$ cat config.mk
export PLATFORM = sky130hd
export DESIGN_NAME = room_occupancy_ctrl
export DESIGN_NICKNAME = d
export VERILOG_FILES = /design/src/rtl/room_occupancy_ctrl.sv
export SDC_FILE = /design/constraint.sdc
export NUM_CORES = 1
export LEC_CHECK = 0
export CAP_MARGIN = 20
export CORE_MARGIN = 3
export CORE_UTILIZATION = 45
export CTS_CLUSTER_SIZE = 28
export DETAILED_ROUTE_END_ITERATION = 10
export PLACE_DENSITY = 0.73
export SLEW_MARGIN = 10
export SYNTH_ARGS = -nofsm -noshare
export SYNTH_HDL_FRONTEND = slang
export SYNTH_SLANG_ARGS = --single-unit
$ cat constraint.sdc
create_clock -name clk_i -period 6.5 [get_ports clk_i]
set_input_delay 1.625 -clock clk_i [delete_from_list [all_inputs] [get_ports clk_i]]
set_output_delay 1.625 -clock clk_i [all_outputs]
set_load 0.02 [all_outputs]
$ cat src/rtl/room_occupancy_ctrl.sv
// Room occupancy and door controller: turns entry/exit sensor levels into single events,
// tracks occupancy up to CAPACITY and holds the door open for DOOR_HOLD cycles per accepted event.
module room_occupancy_ctrl #(
  parameter int CAPACITY  = 10,
  parameter int DOOR_HOLD = 4,
  parameter int CNT_W     = 4
) (
  input  logic             clk_i,
  input  logic             rst_ni,
  input  logic             ent_i,
  input  logic             exit_i,
  output logic             in_o,
  output logic             out_o,
  output logic             reject_o,
  output logic             open_o,
  output logic             close_o,
  output logic [CNT_W-1:0] count_o,
  output logic             full_o,
  output logic             empty_o
);

  localparam int TW = (DOOR_HOLD > 1) ? $clog2(DOOR_HOLD) : 1;
  localparam logic [CNT_W-1:0] CAP       = CNT_W'(CAPACITY);
  localparam logic [CNT_W-1:0] CNT_ONE   = CNT_W'(1);
  localparam logic [TW-1:0]    HOLD_LOAD = TW'(DOOR_HOLD - 1);
  localparam logic [TW-1:0]    TMR_ONE   = TW'(1);

  typedef enum logic {CLOSED, OPEN} doorState_e;

  doorState_e       state_q, state_d;
  logic [TW-1:0]    timer_q, timer_d;
  logic [CNT_W-1:0] count_q, count_d;
  logic             ent_q, exit_q;
  logic             in_q, in_d;
  logic             out_q, out_d;
  logic             reject_q, reject_d;

  logic entEv, exitEv, entAcc, exitAcc, anyAcc;

  assign entEv   = ent_i & ~ent_q;
  assign exitEv  = exit_i & ~exit_q;
  // A simultaneous exit frees the slot, so a full room can still admit the entrant.
  assign exitAcc = exitEv & (count_q != '0);
  assign entAcc  = entEv & ((count_q != CAP) | exitAcc);
  assign anyAcc  = entAcc | exitAcc;

  always_comb begin
    count_d  = count_q;
    in_d     = entAcc;
    out_d    = exitAcc;
    reject_d = entEv & ~entAcc;
    if (entAcc && !exitAcc) begin
      count_d = count_q + CNT_ONE;
    end else if (exitAcc && !entAcc) begin
      count_d = count_q - CNT_ONE;
    end
  end

  always_comb begin
    state_d = state_q;
    timer_d = timer_q;
    unique case (state_q)
      CLOSED: begin
        if (anyAcc) begin
          state_d = OPEN;
          timer_d = HOLD_LOAD;
        end
      end
      OPEN: begin
        if (anyAcc) begin
          timer_d = HOLD_LOAD;
        end else if (timer_q != '0) begin
          timer_d = timer_q - TMR_ONE;
        end else begin
          state_d = CLOSED;
        end
      end
      default: begin
        state_d = CLOSED;
        timer_d = '0;
      end
    endcase
  end

  always_ff @(posedge clk_i or negedge rst_ni) begin
    if (!rst_ni) begin
      state_q  <= CLOSED;
      timer_q  <= '0;
      count_q  <= '0;
      ent_q    <= 1'b0;
      exit_q   <= 1'b0;
      in_q     <= 1'b0;
      out_q    <= 1'b0;
      reject_q <= 1'b0;
    end else begin
      state_q  <= state_d;
      timer_q  <= timer_d;
      count_q  <= count_d;
      ent_q    <= ent_i;
      exit_q   <= exit_i;
      in_q     <= in_d;
      out_q    <= out_d;
      reject_q <= reject_d;
    end
  end

  assign in_o     = in_q;
  assign out_o    = out_q;
  assign reject_o = reject_q;
  assign open_o   = (state_q == OPEN);
  assign close_o  = ~open_o;
  assign count_o  = count_q;
  assign full_o   = (count_q == CAP);
  assign empty_o  = (count_q == '0);

endmodule
==> flow_metrics.env <==
export IMPL_ys_ff_latch=12
export IMPL_ctsHoldBuffers=0
export IMPL_nets=86
export IMPL_initial_utilization=0.522
export IMPL_grt_setup_unrepaired="no"
export IMPL_clkTransAtPathRegs_ps=80
export IMPL_worstPathArrival_ps=3890
export IMPL_syn_nets=68
export IMPL_wl_per_cell_um=12.6
export IMPL_first_iter_violations=10
export IMPL_grt_pass1_vias=445
export IMPL_io_buffers=14
export IMPL_cts_tree="built"
export IMPL_clk_latency_ps=270
export IMPL_power_total_w=0.000358
export IMPL_firstDrtPassIters=4
export IMPL_grtUsageTotal=0.146
export IMPL_cts_setup_buffers=0
export IMPL_final_cell_mix="14 x clkdlybuf4s50_1, 12 x dfrtp_1, 6 x inv_1"
export IMPL_grt_pass1_wl_mm=2.02
export IMPL_finalCriticalPeriod_ps=3730
export IMPL_syn_area_um2=634
export IMPL_detail_route_wirelength_mm=1.13
export IMPL_hp_class="register to register"
export IMPL_htree_levels=1
export IMPL_ios=15
export IMPL_drv_slew=0
export IMPL_cellPowerDensity_nw_per_um2=438
export IMPL_cap_violations=0
export IMPL_drcViolationCount=0
export IMPL_num_antenna_cells=0
export IMPL_viasPerCell=5.37
export IMPL_clockBufferDepth=2
export IMPL_ys_seq_area_frac=0.473
export IMPL_cts_resized=0
export IMPL_core_area_um2=1220
export IMPL_fmax_mhz=268
export IMPL_p_leak_nw=0.368
export IMPL_rows=12
export IMPL_end_kind="register"
export IMPL_fillers=100
export IMPL_grt_max_degree=13
export IMPL_synthCells=58
export IMPL_postSynthAreaPerCell_um2=10.9
export IMPL_dpl_cell_count=85
export IMPL_vias=478
export IMPL_status="finished, final reports clean"
export IMPL_synth_top_area_frac=0.473
export IMPL_setup_viol=0
export IMPL_synth_area_leaders="dfrtp_1 47%, ha_1 9.9%, inv_1 3.6%, fa_1 3.2%, nand3_1 3.2%"
export IMPL_ir_drop_v=0.000221
export IMPL_synth_warnings=0
export IMPL_setup_tns_final_ps=0
export IMPL_area_growth_pct=28.8
export IMPL_worst_slew_pin_slew_ps=566
export IMPL_die_area_um2=1900
export IMPL_cts_buffers=3
export IMPL_clockRootBuffer="clkbuf_4"
export IMPL_synth_distinct_cells=25
export IMPL_die_w_um=43.5
export IMPL_grt_remaining_overflow=0
export IMPL_clock_skew_ps=6.00
export IMPL_yosys_area_top_type="dfrtp_1"
export IMPL_clock_sinks=12
export IMPL_required_ps=6660
export IMPL_cp_start_kind="input pin"
export IMPL_final_common_cell="clkdlybuf4s50_1"
export IMPL_crit_fanout=6
export IMPL_drtAntennaViolNets=0
export IMPL_final_hold_viol_count=0
export IMPL_crit_type="input pin to register"
export IMPL_slew_headroom=0.622
export IMPL_finalCritPeriodShare=0.574
export IMPL_grt_antenna_before_repair=0
export IMPL_fin_cells=89
export IMPL_die_h_um=43.5
export IMPL_drive_gt1_frac=0.0800
export IMPL_place_congestion=0.865
report_power, final:
group | leakage [nW] | internal [W] | total, W | switching, W
logic | 0.207 | 0.0000855 | 0.000174 | 0.0000882
registers | 0.140 | 0.0000972 | 0.000126 | 0.0000284
clock network | 0.0210 | 0.0000341 | 0.0000588 | 0.0000247
logic make-up after synthesis:
logic type | after synthesis | share of synthesized area
flops | 12 | 0.473
compound gates | 6 | 0.0651
simple gates | 22 | 0.203
fa+ha+maj | 6 | 0.130
mux | 2 | 0.0335
xor+xnor | 3 | 0.0414
buf+inv | 7 | 0.0533
flip-flops by register name, indices dropped and copies added, names as in the netlist:
signal / cells
timer_q: 2
exit_q: 1
reject_o: 1
in_o: 1
open_o: 1
ent_q: 1
count_o: 4
out_o: 1
synthesized netlist by cell type:
cell / number
ha_1: 5
dfrtp_1: 12
xor2_1: 1
and3b_1: 1
or4b_1: 1
nor4_1: 1
or2_2: 1
o211ai_1: 2
fa_1: 1
and3_1: 1
xnor2_1: 2
nand3_1: 4
buf_6: 1
nand3b_1: 1
nand2_1: 3
mux2_2: 1
nor3b_1: 1
inv_1: 6
or3b_1: 1
nor2_1: 3
a21oi_1: 3
mux2i_1: 1
nand4_1: 2
nand2b_1: 2
a2111o_1: 1
cell type report:
cell class | instances | area, um^2 | share of cell area
Timing Repair Buffer | 14 | 140 | 0.172
Tap cell | 14 | 17.5 | 0.0214
Clock buffer | 4 | 36.3 | 0.0444
Inverter | 6 | 22.5 | 0.0276
Sequential cell | 12 | 300 | 0.368
Multi-Input combinational cell | 39 | 300 | 0.368
metrics by stage:
step | cell area [um^2] | worst slack, ps | util | hold slack (ps)
2_1_floorplan | 634 | 3090 | - | 415
3_3_place_gp | 781 | 2510 | 0.642 | 425
3_5_place_dp | 781 | 2470 | 0.642 | 434
4_1_cts | 817 | 2770 | 0.672 | 444
5_1_grt | 817 | 2590 | 0.672 | 471
6_report | 817 | 2770 | 0.672 | 443
layer usage:
metal,up-vias,wire length [um],GRT usage
met5,-,0,0
met4,0,6,0.0361
met3,2,107,0.0747
met2,22,488,0.201
met1,217,523,0.201
li1,237,-,-
worst paths after layout:
| kind | from | endpoint | slack (ps) | depth (start not counted) |
|---|---|---|---|---|
| min in group asynchronous | rst_ni | timer_q[1] | 1710 | 1 |
| max in group asynchronous | rst_ni | count_o[2] | 4410 | 1 |
| worst max register to register | count_o[0] | count_o[3] | 3870 | 8 |
| worst min-delay path | ent_q | reject_o | 440 | 1 |
| worst min register to register | ent_q | reject_o | 440 | 1 |
| worst max-delay path | exit_i | count_o[3] | 2770 | 10 |
worst max-delay path, cell delays in order:
cell and delay [ps]:
clkdlybuf4s50_1 480, nand2b_1 70, nand4_1 120, and3b_1 190, ha_1 260, inv_1 140, ha_1 360, or4b_1 480
nand3_1 100, o211ai_1 80
Note: power is estimated with default switching activity, not from simulation.
